## config.mk

```make
export PLATFORM = sky130hd
export DESIGN_NAME = posit_encode_raw_es3
export DESIGN_NICKNAME = d
export VERILOG_FILES = /design/src/rtl/posit_encode_raw_es3_pkg.sv /design/src/rtl/posit_encode_raw_es3_shift_right.sv /design/src/rtl/posit_encode_raw_es3.sv
export SDC_FILE = /design/constraint.sdc
export NUM_CORES = 1
export LEC_CHECK = 0
export BUFFER_PORTS_ARGS = -buffer_cell sky130_fd_sc_hd__buf_2
export CAP_MARGIN = 20
export CORE_ASPECT_RATIO = 0.75
export CORE_MARGIN = 2
export CORE_UTILIZATION = 55
export CTS_BUF_LIST = sky130_fd_sc_hd__clkbuf_8
export CTS_CLUSTER_DIAMETER = 30
export CTS_CLUSTER_SIZE = 12
export DETAILED_ROUTE_END_ITERATION = 10
export GPL_TIMING_DRIVEN = 0
export PLACE_DENSITY = 0.83
export SETUP_SLACK_MARGIN = 0.2
export SLEW_MARGIN = 5
export SYNTH_ARGS = -nofsm -noshare
export SYNTH_HDL_FRONTEND = slang
export SYNTH_SLANG_ARGS = --single-unit
```

## constraint.sdc

```tcl
create_clock -name clk -period 10.1 [get_ports clk]
set_input_delay 0.505 -clock clk [delete_from_list [all_inputs] [get_ports clk]]
set_output_delay 0.505 -clock clk [all_outputs]
set_load 0.01 [all_outputs]
```

## src/rtl/posit_encode_raw_es3_pkg.sv

```systemverilog
`default_nettype none
// +----------------------------------------------------------------------------+
// | posit_defines_es3 : shared widths, raw-sum layout and posit<32,3> limits    |
// | Rev 1.0                                                                    |
// +----------------------------------------------------------------------------+
package posit_defines_es3;

    localparam int POSIT_SERIALIZED_WIDTH_SUM_ES3 = 41;
    // {regime terminator, exponent, fraction, pad}, wide enough for the longest regime
    localparam int ABITS                          = 62;

    localparam logic [31:0] POSIT_ES3_MAXPOS    = 32'h7FFF_FFFF;
    localparam logic [31:0] POSIT_ES3_MINPOS    = 32'h0000_0001;
    localparam logic [31:0] POSIT_ES3_NAR       = 32'h8000_0000;
    localparam int          POSIT_ES3_MAX_SCALE = 240;

    typedef struct packed {
        logic        sgn;
        logic [8:0]  scale;
        logic [28:0] fraction;
        logic        inf;
        logic        zero;
    } value_sum;

endpackage
`default_nettype wire

```

## src/rtl/posit_encode_raw_es3_shift_right.sv

```systemverilog
`default_nettype none
// +----------------------------------------------------------------------------+
// | shift_right : logical right shift with selectable fill bit                  |
// | Rev 1.0                                                                    |
// +----------------------------------------------------------------------------+
module shift_right #(
    parameter int N = 62,
    parameter int S = 5
) (
    input  logic [N-1:0] data_i,
    input  logic [S-1:0] shamt_i,
    input  logic         fill_i,
    output logic [N-1:0] data_o
);

    // Filling with ones is a zero-fill shift of the complemented word.
    assign data_o = fill_i ? ~((~data_i) >> shamt_i) : (data_i >> shamt_i);

endmodule
`default_nettype wire

```

## src/rtl/posit_encode_raw_es3.sv

```systemverilog
`default_nettype none
// +----------------------------------------------------------------------------+
// | posit_encode_raw_es3 : raw {sgn,scale,fraction} -> posit<32,3>, RNE, 4 regs |
// | Rev 1.0                                                                    |
// +----------------------------------------------------------------------------+
module posit_encode_raw_es3
    import posit_defines_es3::*;
(
    input  logic                                      clk,
    input  logic                                      rst,
    input  logic                                      start,
    input  logic [POSIT_SERIALIZED_WIDTH_SUM_ES3-1:0] in_sum,
    input  logic                                      in_truncated,
    output logic [31:0]                               result,
    output logic                                      done,
    output logic                                      truncated
);

    // ---------------- stage 1: capture and decode the scale -----------------
    value_sum   in_d;
    logic       pos_d;
    logic [4:0] shamt_d;
    logic       sat_hi_d;
    logic       sat_lo_d;

    assign in_d     = in_sum;
    assign pos_d    = ~in_d.scale[8];
    // Regime run length: k+1 ones for k>=0, -k zeros for k<0 (k = scale>>>3).
    assign shamt_d  = pos_d ? (in_d.scale[7:3] + 5'd1) : (5'd0 - in_d.scale[7:3]);
    assign sat_hi_d = int'($signed(in_d.scale)) >  POSIT_ES3_MAX_SCALE;
    assign sat_lo_d = int'($signed(in_d.scale)) < -POSIT_ES3_MAX_SCALE;

    logic        s1_valid_q, s1_sgn_q, s1_inf_q, s1_zero_q, s1_trunc_q;
    logic        s1_pos_q, s1_sat_hi_q, s1_sat_lo_q;
    logic [4:0]  s1_shamt_q;
    logic [2:0]  s1_exp_q;
    logic [28:0] s1_frac_q;

    always_ff @(posedge clk or posedge rst) begin
        if (rst) begin
            s1_valid_q  <= 1'b0;
            s1_sgn_q    <= 1'b0;
            s1_inf_q    <= 1'b0;
            s1_zero_q   <= 1'b0;
            s1_trunc_q  <= 1'b0;
            s1_pos_q    <= 1'b0;
            s1_sat_hi_q <= 1'b0;
            s1_sat_lo_q <= 1'b0;
            s1_shamt_q  <= '0;
            s1_exp_q    <= '0;
            s1_frac_q   <= '0;
        end else begin
            if (start) begin
                s1_valid_q  <= 1'b1;
                s1_sgn_q    <= in_d.sgn;
                s1_inf_q    <= in_d.inf;
                s1_zero_q   <= in_d.zero;
                s1_trunc_q  <= in_truncated;
                s1_pos_q    <= pos_d;
                s1_sat_hi_q <= sat_hi_d;
                s1_sat_lo_q <= sat_lo_d;
                s1_shamt_q  <= shamt_d;
                s1_exp_q    <= in_d.scale[2:0];
                s1_frac_q   <= in_d.fraction;
            end else begin
                s1_valid_q  <= 1'b0;
            end
        end
    end

    // ---------------- stage 2: regime insertion and alignment ---------------
    logic [ABITS-1:0] base_d;
    logic [ABITS-1:0] aligned_d;
    logic [30:0]      mag_d;
    logic             guard_d;
    logic             lost_d;
    logic             sticky_d;

    assign base_d = {~s1_pos_q, s1_exp_q, s1_frac_q, {(ABITS-33){1'b0}}};

    shift_right #(
        .N (ABITS),
        .S (5)
    ) u_align (
        .data_i  (base_d),
        .shamt_i (s1_shamt_q),
        .fill_i  (s1_pos_q),
        .data_o  (aligned_d)
    );

    // The two longest regimes push low fraction bits past the pad.
    assign lost_d   = (s1_shamt_q == 5'd31) ? |s1_frac_q[1:0] :
                      (s1_shamt_q == 5'd30) ? s1_frac_q[0]    : 1'b0;
    assign mag_d    = aligned_d[ABITS-1:ABITS-31];
    assign guard_d  = aligned_d[ABITS-32];
    assign sticky_d = |aligned_d[ABITS-33:0] | lost_d | s1_trunc_q;

    logic        s2_valid_q, s2_sgn_q, s2_inf_q, s2_zero_q;
    logic        s2_sat_hi_q, s2_sat_lo_q, s2_guard_q, s2_sticky_q;
    logic [30:0] s2_mag_q;

    always_ff @(posedge clk or posedge rst) begin
        if (rst) begin
            s2_valid_q  <= 1'b0;
            s2_sgn_q    <= 1'b0;
            s2_inf_q    <= 1'b0;
            s2_zero_q   <= 1'b0;
            s2_sat_hi_q <= 1'b0;
            s2_sat_lo_q <= 1'b0;
            s2_guard_q  <= 1'b0;
            s2_sticky_q <= 1'b0;
            s2_mag_q    <= '0;
        end else begin
            s2_valid_q <= s1_valid_q;
            if (s1_valid_q) begin
                s2_sgn_q    <= s1_sgn_q;
                s2_inf_q    <= s1_inf_q;
                s2_zero_q   <= s1_zero_q;
                s2_sat_hi_q <= s1_sat_hi_q;
                s2_sat_lo_q <= s1_sat_lo_q;
                s2_guard_q  <= guard_d;
                s2_sticky_q <= sticky_d;
                s2_mag_q    <= mag_d;
            end
        end
    end

    // ---------------- stage 3: round, clamp, sign, specials -----------------
    logic        inc_d;
    logic [31:0] rounded_d;
    logic [31:0] mag32_d;
    logic        inexact_d;
    logic [31:0] res_d;
    logic        trunc_d;

    assign inc_d     = s2_guard_q & (s2_mag_q[0] | s2_sticky_q);
    assign rounded_d = {1'b0, s2_mag_q} + {31'd0, inc_d};

    always_comb begin
        mag32_d   = rounded_d;
        inexact_d = s2_guard_q | s2_sticky_q;
        if (rounded_d[31]) begin
            mag32_d = POSIT_ES3_MAXPOS;
        end else if (rounded_d == 32'd0) begin
            mag32_d = POSIT_ES3_MINPOS;
        end
        if (s2_sat_hi_q) begin
            mag32_d   = POSIT_ES3_MAXPOS;
            inexact_d = 1'b1;
        end else if (s2_sat_lo_q) begin
            mag32_d   = POSIT_ES3_MINPOS;
            inexact_d = 1'b1;
        end
        res_d   = s2_sgn_q ? (32'd0 - mag32_d) : mag32_d;
        trunc_d = inexact_d;
        if (s2_inf_q) begin
            res_d   = POSIT_ES3_NAR;
            trunc_d = 1'b0;
        end else if (s2_zero_q) begin
            res_d   = 32'd0;
            trunc_d = 1'b0;
        end
    end

    logic        s3_valid_q, s3_trunc_q;
    logic [31:0] s3_result_q;
    logic        done_q, truncated_q;
    logic [31:0] result_q;

    always_ff @(posedge clk or posedge rst) begin
        if (rst) begin
            s3_valid_q  <= 1'b0;
            s3_trunc_q  <= 1'b0;
            s3_result_q <= '0;
            done_q      <= 1'b0;
            truncated_q <= 1'b0;
            result_q    <= '0;
        end else begin
            s3_valid_q <= s2_valid_q;
            if (s2_valid_q) begin
                s3_result_q <= res_d;
                s3_trunc_q  <= trunc_d;
            end
            // Output register holds its value between done pulses.
            done_q <= s3_valid_q;
            if (s3_valid_q) begin
                result_q    <= s3_result_q;
                truncated_q <= s3_trunc_q;
            end
        end
    end

    assign result    = result_q;
    assign done      = done_q;
    assign truncated = truncated_q;

endmodule
`default_nettype wire

```

==> results.ini, run 1 <==
[synth]
synth_common_cells = dfrtp_1 (152), nor2_1 (104), nand2_1 (100), mux2_2 (88), o21ai_0 (74)
synth_area_leaders = dfrtp_1 (37%), mux2_2 (9.6%), mux4_2 (4.8%)
synth_edf_count = 0
ys_ff_latch = 152
ys.warnings.count = 0
synth_top_cell_area_share_pct = 36.67
synth-seq-area-share_pct = 36.67
synth_most_common_cell = dfrtp_1
synth_cell_type_count = 79
yosys.area.top_type = dfrtp_1
synth_nets = 1165
ys.flop_type = dfrtp_1
async_reset_ff_share_pct = 100.0
syn_area_per_cell_sq_um = 9.304
synthCells = 1115
syn-cell-area_sq_um = 10370

[finish]
multi_input_area_sq_um = 6032
area_growth_pct = 10.54
fin_util_pct = 61.96
drive_above_1_share_pct = 22.59
design_area_sq_um = 11470
seqCellArea_sq_um = 3804
diodes = 0
fin_nets = 1263
nFillCells = 1602
fin_cells = 1473

[critical_path]
cp_cell_sequence = o21a_1 > ha_1 > ha_1 > buf_2 > nand4_4 > or4_4 > buf_6 > nor3_2 > mux2i_1 > nor4b_2 > and3_1 > buf_6 > nor2_1 > ha_1 > nand3_1 > inv_1 > a31o_2 > o21ai_0 > o41ai_1 > a21oi_1 > a31oi_1 > o21ai_0
reg2reg_depth = 22
max_stage_delay_ns = 0.51
critical_path.startpoint = s2_sticky_q
cp.arrival_ns = 5.45
crit_fanout = 10
r2r-start = s2_sticky_q
cp-end-kind = flop
worstPathRequired_ns = 10.46
cp-start-kind = flop
cpMostUsedCell = ha_1
reg2reg_slack_ns = 5.00
r2r-end = s3_result_q[12]
worst-setup-path-type = flop to flop
crit_slowest_cell = or4_4

[floorplan]
rows = 43
dieArea_sq_um = 19990
io_pins = 79
initial_core_util_pct = 56.05
dieHeight_um = 122.9
core-area_sq_um = 18510
die_w_um = 162.6

[drt]
drtIter0Drc = 1329
wl_um = 30540
dr.pass1.iters = 6
via_per_inst = 6.496
wire_per_inst_um = 20.73
via_count = 9568
ant_nets = 0
drc = 0

[clock_network]
cts_buffer_depth = 2
post_cts_buffers = 0
clk_pin_slew_worst_paths_ns = 0.10
cts_tree = yes
hold_buffers = 0
ctsResizeCount = 0
clock_sinks = 152
htreeDepth = 4
cts_root_buf = clkbuf_8
worstSkewPairLatency_ns = 0.48
numCtsBuffers = 17

[sta]
drv_slew = 0
worstMarginPinSlew_ns = 0.9720
fin_crit_ns = 5.097
layout_setup_ws_ns = 5.003
hold_ws_ns = 0.07487
tns_ns = 0
fin_skew_ns = 0.01414
hold_viol = 0
slew_headroom_pct = 34.70
setup_violations = 0
grt_setup_unrepaired = no
period_share_pct = 50.46
fmax_ghz = 0.1962

[outcome]
status = completed

[placement]
post-place-ws_ns = 5.212
place_area_sq_um = 11110
dp.cells = 1441
gp_congestion = 1.032
hpwl_um = 23320
portBuffers = 77

[power_and_ir_drop]
power.total_mw = 2.163
leakage_nw = 4.841
power.density_nw_per_um2 = 188.6
irDropWorstVdd_v = 0.00009463

[global_routing]
grt_pass1_wl_um = 48190
grt_pass1_vias = 8974
grt_max_degree = 88
grt_util_all_layers_pct = 31.54
grt_antenna_before_repair = 0
grt.overflow.total = 0

[hold_path]
hold_path_class = input port to async pin

[flow_run]
maxCapViolCount = 0

==> placed cells by master, fill, tap and decap left out, drive strengths merged, types with 14 or more instances in the layout <==
master and count:
mux2 88, inv 38, nand4 24, a31oi 15, nand2b 14, o21ai 77
a22o 23, nand3 26, mux4 22, a21oi 72, clkbuf 76, nor4 19
xor2 18, o31ai 15, nor2 105, nor3 28, xnor2 35, dfrtp 152
nand2 101, buf 110, mux2i 31
==> kinds of logic after synthesis <==
kind of cell             count (synthesis)  share of synthesized area (%)
XOR/XNOR                                53                          4.475
AO/OA/AOI/OAI                          265                          16.60
adder cells (fa/ha/maj)                  5                         0.6031
buffers and inverters                  122                          5.186
multiplexers                           141                          17.32
flip-flops                             152                          36.67
AND/OR/NAND/NOR                        377                          19.15
==> metal layers <==
layer  GRT usage, %  part of all wire, %  vias to the layer above
li1               -                    -                     4279
met1          47.43                   44                     4646
met2          42.53                   40                      595
met3          12.18                   15                       48
met4          7.467                  1.3                        0
met5              0                    0                        -
==> how the worst max path moves through the flow <==
stage,cells past startpoint,end,slack (ns)
6_report,22,s3_result_q[12],5.00
5_1_grt,22,s3_result_q[12],4.83
4_1_cts,22,s3_result_q[12],5.15
3_5_place_dp,22,s3_result_q[12],5.21
3_3_place_gp,2,result[22],3.97
2_1_floorplan,1,done,5.50
==> sequential cells by signal, indices dropped and copies added, names as in the netlist, 3 cells and up <==
register,flops
result,32
s2_mag_q,31
s3_result_q,32
s1_frac_q,29
s1_exp_q,3
s1_shamt_q,5
==> critical path: cells and delay by family, from the launching register on <==
kind            cells  cell delay, ns
simple gates        7            1.49
compound gates      7            1.44
fa+ha+maj           3            0.62
buf+inv             4            0.61
mux                 1            0.37
flops               1            0.44
==> power by group <==
group | internal [mW] | switching, mW
Combinational | 0.359 | 0.548
Sequential | 0.718 | 0.0854
Clock | 0.183 | 0.268
==> area by class of cell <==
| cell class | instances | area share (%) |
|---|---|---|
| Clock inverter | 14 | 0.9929 |
| Clock buffer | 18 | 2.160 |
| Tap cell | 247 | 2.695 |
| Buffer | 89 | 3.612 |
| Multi-Input combinational cell | 841 | 52.60 |
| Timing Repair Buffer | 79 | 3.644 |
| Sequential cell | 152 | 33.17 |
| Inverter | 33 | 1.124 |
Note: power is estimated with default switching activity, not from simulation.
==> inputs of run 2 (changes only) <==
==> constraint.sdc (replaced) <==
create_clock -name clk -period 5 [get_ports clk]
set_input_delay 0.25 -clock clk [delete_from_list [all_inputs] [get_ports clk]]
set_output_delay 0.25 -clock clk [all_outputs]
set_load 0.01 [all_outputs]
==> run 2 against run 1 <==
Compared with the run above: clock skew grew 0.0017 ns; clock-buffer cell count unchanged; largest power group unchanged; critical endpoint is now s3_result_q[28]; via count rose by 0.32%; global-route usage up 0.33 points; power increased by 100%; highest routed layer unchanged; wire length up 1.4%; register-to-register slack got worse by 4.6 ns; critical path type unchanged.
==> results.ini, run 2 (synthesis gave the netlist of run 1 again) <==
[sta]
fmax_ghz = 0.2153  ; +9.7%
slew_headroom_pct = 37.59  ; +2.9 points
period_share_pct = 92.89  ; +42 points
worstMarginPinSlew_ns = 0.9290  ; -0.04302 ns
fin_skew_ns = 0.01586  ; +0.001720 ns
hold_viol = 0  ; unchanged
drv_slew = 0  ; unchanged
fin_crit_ns = 4.644  ; -0.4522 ns
grt_setup_unrepaired = yes
hold_ws_ns = 0.006090  ; -0.06878 ns
setup_violations = 0  ; unchanged

[drt]
met1_length_um = 13800  ; +3.0%
drc = 0  ; unchanged
via_count = 9599  ; +0.32%
ant_nets = 0  ; unchanged
highest_layer = met4
wl_um = 30980  ; +1.4%
drtIter0Drc = 1292  ; -2.8%
met2_length_um = 12510  ; +2.5%
dr.pass1.iters = 6  ; unchanged
wire_per_inst_um = 20.60  ; -0.66%
via_per_inst = 6.382  ; -1.7%
met3_length_um = 4238  ; -6.4%

[placement]
dp.cells = 1441  ; unchanged
portBuffers = 77  ; unchanged
hpwl_um = 23320  ; unchanged
gp_congestion = 1.032  ; unchanged

[global_routing]
grt_pass1_vias = 9110  ; +1.5%
grt_max_degree = 88  ; unchanged
grt.overflow.total = 0  ; unchanged
grt_util_all_layers_pct = 31.87  ; +0.33 points
grt_pass1_wl_um = 48740  ; +1.1%
grt_antenna_before_repair = 0  ; unchanged

[finish]
diodes = 0  ; unchanged
fin_nets = 1294  ; +2.5%
final_cell_mix = dfrtp_1 (152), nor2_1 (104), nand2_1 (100)
fin_cells = 1504  ; +2.1%
layout_commonest_cell = dfrtp_1
drive_above_1_share_pct = 22.83  ; +0.24 points
nFillCells = 1565  ; -2.3%
area_growth_pct = 14.06

[clock_network]
cts_tree = yes
htreeDepth = 4  ; unchanged
worstSkewPairLatency_ns = 0.49  ; about the same
clock_sinks = 152  ; unchanged
cts_buffer_depth = 2  ; unchanged
clk_pin_slew_worst_paths_ns = 0.09  ; about the same
cts_root_buf = clkbuf_8
numCtsBuffers = 17  ; unchanged

[floorplan]
dieHeight_um = 122.9  ; unchanged
dieArea_sq_um = 19990  ; unchanged
initial_core_util_pct = 56.05  ; unchanged
rows = 43  ; unchanged
die_w_um = 162.6  ; unchanged
io_pins = 79  ; unchanged
core-area_sq_um = 18510  ; unchanged

[critical_path]
cp-start-kind = flop
worstPathRequired_ns = 5.38  ; -5.08 ns
worst-setup-path-type = flop to flop
cp.arrival_ns = 5.02  ; -0.43 ns
crit_fanout = 10  ; unchanged
cp-end-kind = flop

[power_and_ir_drop]
irDropWorstVdd_v = 0.0001927  ; +100%
leakage_nw = 5.009  ; +3.5%
power.density_nw_per_um2 = 372.6  ; +98%
power.total_mw = 4.409  ; +100%

[flow_run]
maxCapViolCount = 0  ; unchanged

[hold_path]
hold_path_class = input port to flop

[outcome]
status = completed

## run 2: layout make-up
cell class / count / area (sq um) / share of cell area (%)
multi-input combinational: 841 / 6096 / 51.52
clock inverter: 14 / 113.9 / 0.9622
tap: 247 / 309.0 / 2.612
inverter: 33 / 128.9 / 1.089
timing repair buffer: 110 / 718.2 / 6.070
clock buffer: 18 / 247.7 / 2.094
buffer: 89 / 415.4 / 3.511
sequential: 152 / 3804 / 32.15
## run 2: path summary, 6_finish.rpt
kind,from,end,slack (ns),depth (start not counted)
worst max-delay path,s2_guard_q,s3_result_q[28],0.36,21
worst min-delay path,in_sum[40],s1_sgn_q,0.006,2
worst max register to register,s2_guard_q,s3_result_q[28],0.36,21
worst min register to register,s3_valid_q,done,0.41,0
max in group asynchronous,rst,result[22],3.79,4
min in group asynchronous,rst,s1_frac_q[6],0.36,3
## run 2: critical path, stage by stage, from the launching register on
cell,delay [ns]
dfrtp_1,0.40
o21a_1,0.14
ha_1,0.19
ha_1,0.17
buf_2,0.20
nand4_4,0.20
or4_4,0.51
buf_6,0.17
nor3_4,0.19
mux2i_4,0.33
nor4b_4,0.07
and3_1,0.18
buf_6,0.15
nor2_1,0.16
ha_2,0.25
nand3_1,0.07
inv_1,0.10
a31o_4,0.23
nand3_4,0.14
o31ai_2,0.33
xor2_1,0.14
a22o_1,0.21
## run 2: where the power goes
| part | total [mW] | switching (mW) | internal, mW |
|---|---|---|---|
| clock | 0.913 | 0.544 | 0.369 |
| sequential | 1.62 | 0.173 | 1.45 |
| combinational | 1.87 | 1.12 | 0.751 |
## run 2: routing by layer
| layer | vias to the layer above | track usage, % |
|---|---|---|
| met5 | - | 0 |
| met4 | 0 | 7.577 |
| met3 | 53 | 12.18 |
| met2 | 540 | 43.32 |
| met1 | 4674 | 47.72 |
| li1 | 4332 | - |
## run 2: what timing repair did
action                                  4_1_cts  5_1_grt
cloned                                        0        0
resized for setup                             3       11
buffers inserted                              1        3
endpoints found under the setup margin        6       11
hold buffers                                 26        1
pin swaps                                     1        2
endpoints found under the hold margin        90        1
## run 2: stage by stage
| stage | worst slack [ns] | instance area [sq um] | utilization, % | setup TNS (ns) |
|---|---|---|---|---|
| detailed placement | 0.1122 | 11110 | 60.01 | 0 |
| floorplan | 0.6569 | 10370 | - | 0 |
| CTS | 0.2464 | 11740 | 63.45 | 0 |
| global placement | -0.8717 | 11070 | 59.80 | -130.01 |
| finish | 0.3556 | 11830 | 63.93 | 0 |
| global route | 0.1834 | 11830 | 63.93 | 0 |
==> inputs of run 3 (changes only) <==
--- a/config.mk
+++ b/config.mk
@@ -7,15 +7,17 @@
 export LEC_CHECK = 0
 export BUFFER_PORTS_ARGS = -buffer_cell sky130_fd_sc_hd__buf_2
 export CAP_MARGIN = 20
+export CELL_PAD_IN_SITES_DETAIL_PLACEMENT = 0
+export CELL_PAD_IN_SITES_GLOBAL_PLACEMENT = 1
 export CORE_ASPECT_RATIO = 0.75
 export CORE_MARGIN = 2
-export CORE_UTILIZATION = 55
+export CORE_UTILIZATION = 44
 export CTS_BUF_LIST = sky130_fd_sc_hd__clkbuf_8
 export CTS_CLUSTER_DIAMETER = 30
 export CTS_CLUSTER_SIZE = 12
 export DETAILED_ROUTE_END_ITERATION = 10
 export GPL_TIMING_DRIVEN = 0
-export PLACE_DENSITY = 0.83
+export PLACE_DENSITY = 0.88
 export SETUP_SLACK_MARGIN = 0.2
 export SLEW_MARGIN = 5
 export SYNTH_ARGS = -nofsm -noshare
==> constraint.sdc (replaced) <==
create_clock -name clk -period 3.8 [get_ports clk]
set_input_delay 0.19 -clock clk [delete_from_list [all_inputs] [get_ports clk]]
set_output_delay 0.19 -clock clk [all_outputs]
set_load 0.01 [all_outputs]
==> run 3 against run 2 <==
Compared with the run above: the run now ends with setup timing left; non-clock buffer count is 36 higher; combinational power is 42% higher; hold slack better by 0.010 ns; sequential share of layout area is 2.0 points lower; global-route usage is 5.4 points lower; highest routed layer unchanged.
==> results.ini, run 3 (synthesis gave the netlist of run 1 again) <==
[outcome]
status = complete, but fails checks
violations = setup timing

[floorplan]
dieHeight_um = 137.0  ; +11%
rows = 48  ; +12%
dieArea_sq_um = 24830  ; +24%
core-area_sq_um = 23060  ; +25%
die_w_um = 181.3  ; +12%
io_pins = 79  ; unchanged
initial_core_util_pct = 44.98  ; -11 points

[critical_path]
cp_top_family = simple AND/OR/NAND/NOR gates
reg2reg_slack_ns = -0.33  ; -0.68 ns
cp-start-kind = flop
worst-setup-path-type = flop to flop
crit_fanout = 7  ; -3
cp-end-kind = flop
cp_num_buf_inv = 4  ; unchanged
cpMostUsedCell = ha_4
max_stage_delay_ns = 0.48  ; -0.03 ns
cp.arrival_ns = 4.49  ; -0.53 ns
reg2reg_depth = 21  ; unchanged
worstPathRequired_ns = 4.16  ; -1.22 ns
cp_cell_sequence = o21a_1 > ha_4 > ha_4 > buf_6 > nand4_4 > or4_4 > buf_8 > nor3_4 > mux2i_4 > nor4b_4 > and3_4 > buf_6 > nor2_4 > ha_4 > nand3_2 > inv_2 > a31o_4 > nand3_4 > o31ai_4 > xor2_1 > a22o_1
r2r-end = s3_result_q[28]
r2r-start = s2_sticky_q
crit_slowest_cell = or4_4

[finish]
seqCellArea_sq_um = 3804  ; unchanged
fin_nets = 1330  ; +2.8%
final_cell_mix = dfrtp_1 (152), nor2_1 (103), nand2_1 (99)
area_growth_pct = 21.76
layout_commonest_cell = dfrtp_1
fin_util_pct = 54.77  ; -9.2 points
diodes = 0  ; unchanged
fin_cells = 1591  ; +5.8%
drive_above_1_share_pct = 26.88  ; +4.0 points
multi_input_area_sq_um = 6406  ; +5.1%
design_area_sq_um = 12630  ; +6.7%
nFillCells = 2076  ; +33%

[hold_path]
hold_path.startpoint = in_sum[38]
hold_path_class = input port to flop
holdPathStages = 3  ; +1
min_to = s1_sat_hi_q

[placement]
dp.cells = 1496  ; +3.8%
post-place-ws_ns = -0.7154  ; -0.8276 ns
place_area_sq_um = 11360  ; +2.3%
hpwl_um = 23950  ; +2.7%
gp_congestion = 0.9684  ; -6.1%
portBuffers = 77  ; unchanged

[sta]
worstMarginPinSlew_ns = 1.134  ; +0.2054 ns
slew_headroom_pct = 23.79  ; -14 points
grt_setup_unrepaired = yes
setup_violations = 12  ; +12
tns_ns = -2.983  ; -2.983 ns
layout_setup_ws_ns = -0.3261  ; -0.6817 ns
period_share_pct = 108.6  ; +16 points
hold_viol = 0  ; unchanged
fmax_ghz = 0.2424  ; +13%
drv_slew = 0  ; unchanged
fin_crit_ns = 4.126  ; -0.5183 ns
hold_ws_ns = 0.01625  ; +0.01016 ns
fin_skew_ns = 0.01501  ; -0.0008514 ns

[clock_network]
cts_tree = yes
cts_root_buf = clkbuf_8
htreeDepth = 4  ; unchanged
cts_buffer_depth = 2  ; unchanged
clock_sinks = 152  ; unchanged
numCtsBuffers = 17  ; unchanged
worstSkewPairLatency_ns = 0.48  ; about the same
clk_pin_slew_worst_paths_ns = 0.08  ; about the same

[global_routing]
grt_pass1_vias = 9131  ; +0.23%
grt_util_all_layers_pct = 26.43  ; -5.4 points
grt.overflow.total = 0  ; unchanged
grt_antenna_before_repair = 0  ; unchanged
grt_pass1_wl_um = 50830  ; +4.3%
grt_max_degree = 41  ; -53%

[drt]
via_count = 9744  ; +1.5%
via_per_inst = 6.124  ; -4.0%
drc = 0  ; unchanged
drtIter0Drc = 1029  ; -20%
ant_nets = 0  ; unchanged
wire_per_inst_um = 20.44  ; -0.75%
wl_um = 32520  ; +5.0%
dr.pass1.iters = 5  ; -1

[power_and_ir_drop]
irDropWorstVdd_v = 0.0002256  ; +17%
power.total_mw = 6.234  ; +41%
power.density_nw_per_um2 = 493.6  ; +32%
leakage_nw = 5.283  ; +5.5%

[flow_run]
maxCapViolCount = 0  ; unchanged

[run 3: cell types whose count changed in the layout (fill, tap and decap cells not counted), moves of 5 or more]
cell	change
buf_4	+23
bufinv_16	+5
dlygate4sd3_1	+11
inv_6	-5
o21ai_0	-6
o21ai_2	+5
o31ai_4	+6
[run 3: worst max-delay path by stage]
stage               slack [ns]         endpoint   startpoint  cells past startpoint
global placement         -0.70  s3_result_q[12]  s2_sticky_q                     22
CTS                      -0.29  s3_result_q[12]  s2_sticky_q                     22
finish                   -0.33  s3_result_q[28]  s2_sticky_q                     21
detailed placement       -0.72  s3_result_q[12]  s2_sticky_q                     22
global route             -0.47  s3_result_q[28]  s2_sticky_q                     21
floorplan                -0.06  s3_result_q[16]  s2_mag_q[0]                     21
[run 3: repair_timing]
item	in CTS	in global routing
setup buffers	17	10
hold buffers	38	0
gates resized for setup	20	30
endpoints found under the hold margin	81	0
pin swaps	16	12
setup endpoints to repair	30	32
[run 3: area by class of cell]
type / instances / share of cell area (%)
Buffer: 89 / 3.408
Clock buffer: 17 / 1.852
Clock inverter: 13 / 1.625
Inverter: 33 / 1.010
Multi-Input combinational cell: 841 / 50.72
Sequential cell: 152 / 30.11
Tap cell: 300 / 2.972
Timing Repair Buffer: 146 / 8.301
[run 3: tightest hold or removal path: stages]
cell     delay, ns
buf_2         0.11
nand4_1       0.08
o21ai_0       0.07
[run 3: where the power goes]
group / internal (mW) / switching, mW / leakage (nW)
clock: 0.773 / 0.662 / 0.219
combinational: 1.11 / 1.55 / 3.19
sequential: 1.91 / 0.237 / 1.88
[run 3: per-layer routing]
metal  global-route usage [%]  share of wire [%]
met4                    6.052                1.3
met3                    7.956                 11
met1                    40.63                 47
met5                        0                  0
met2                    35.80                 41
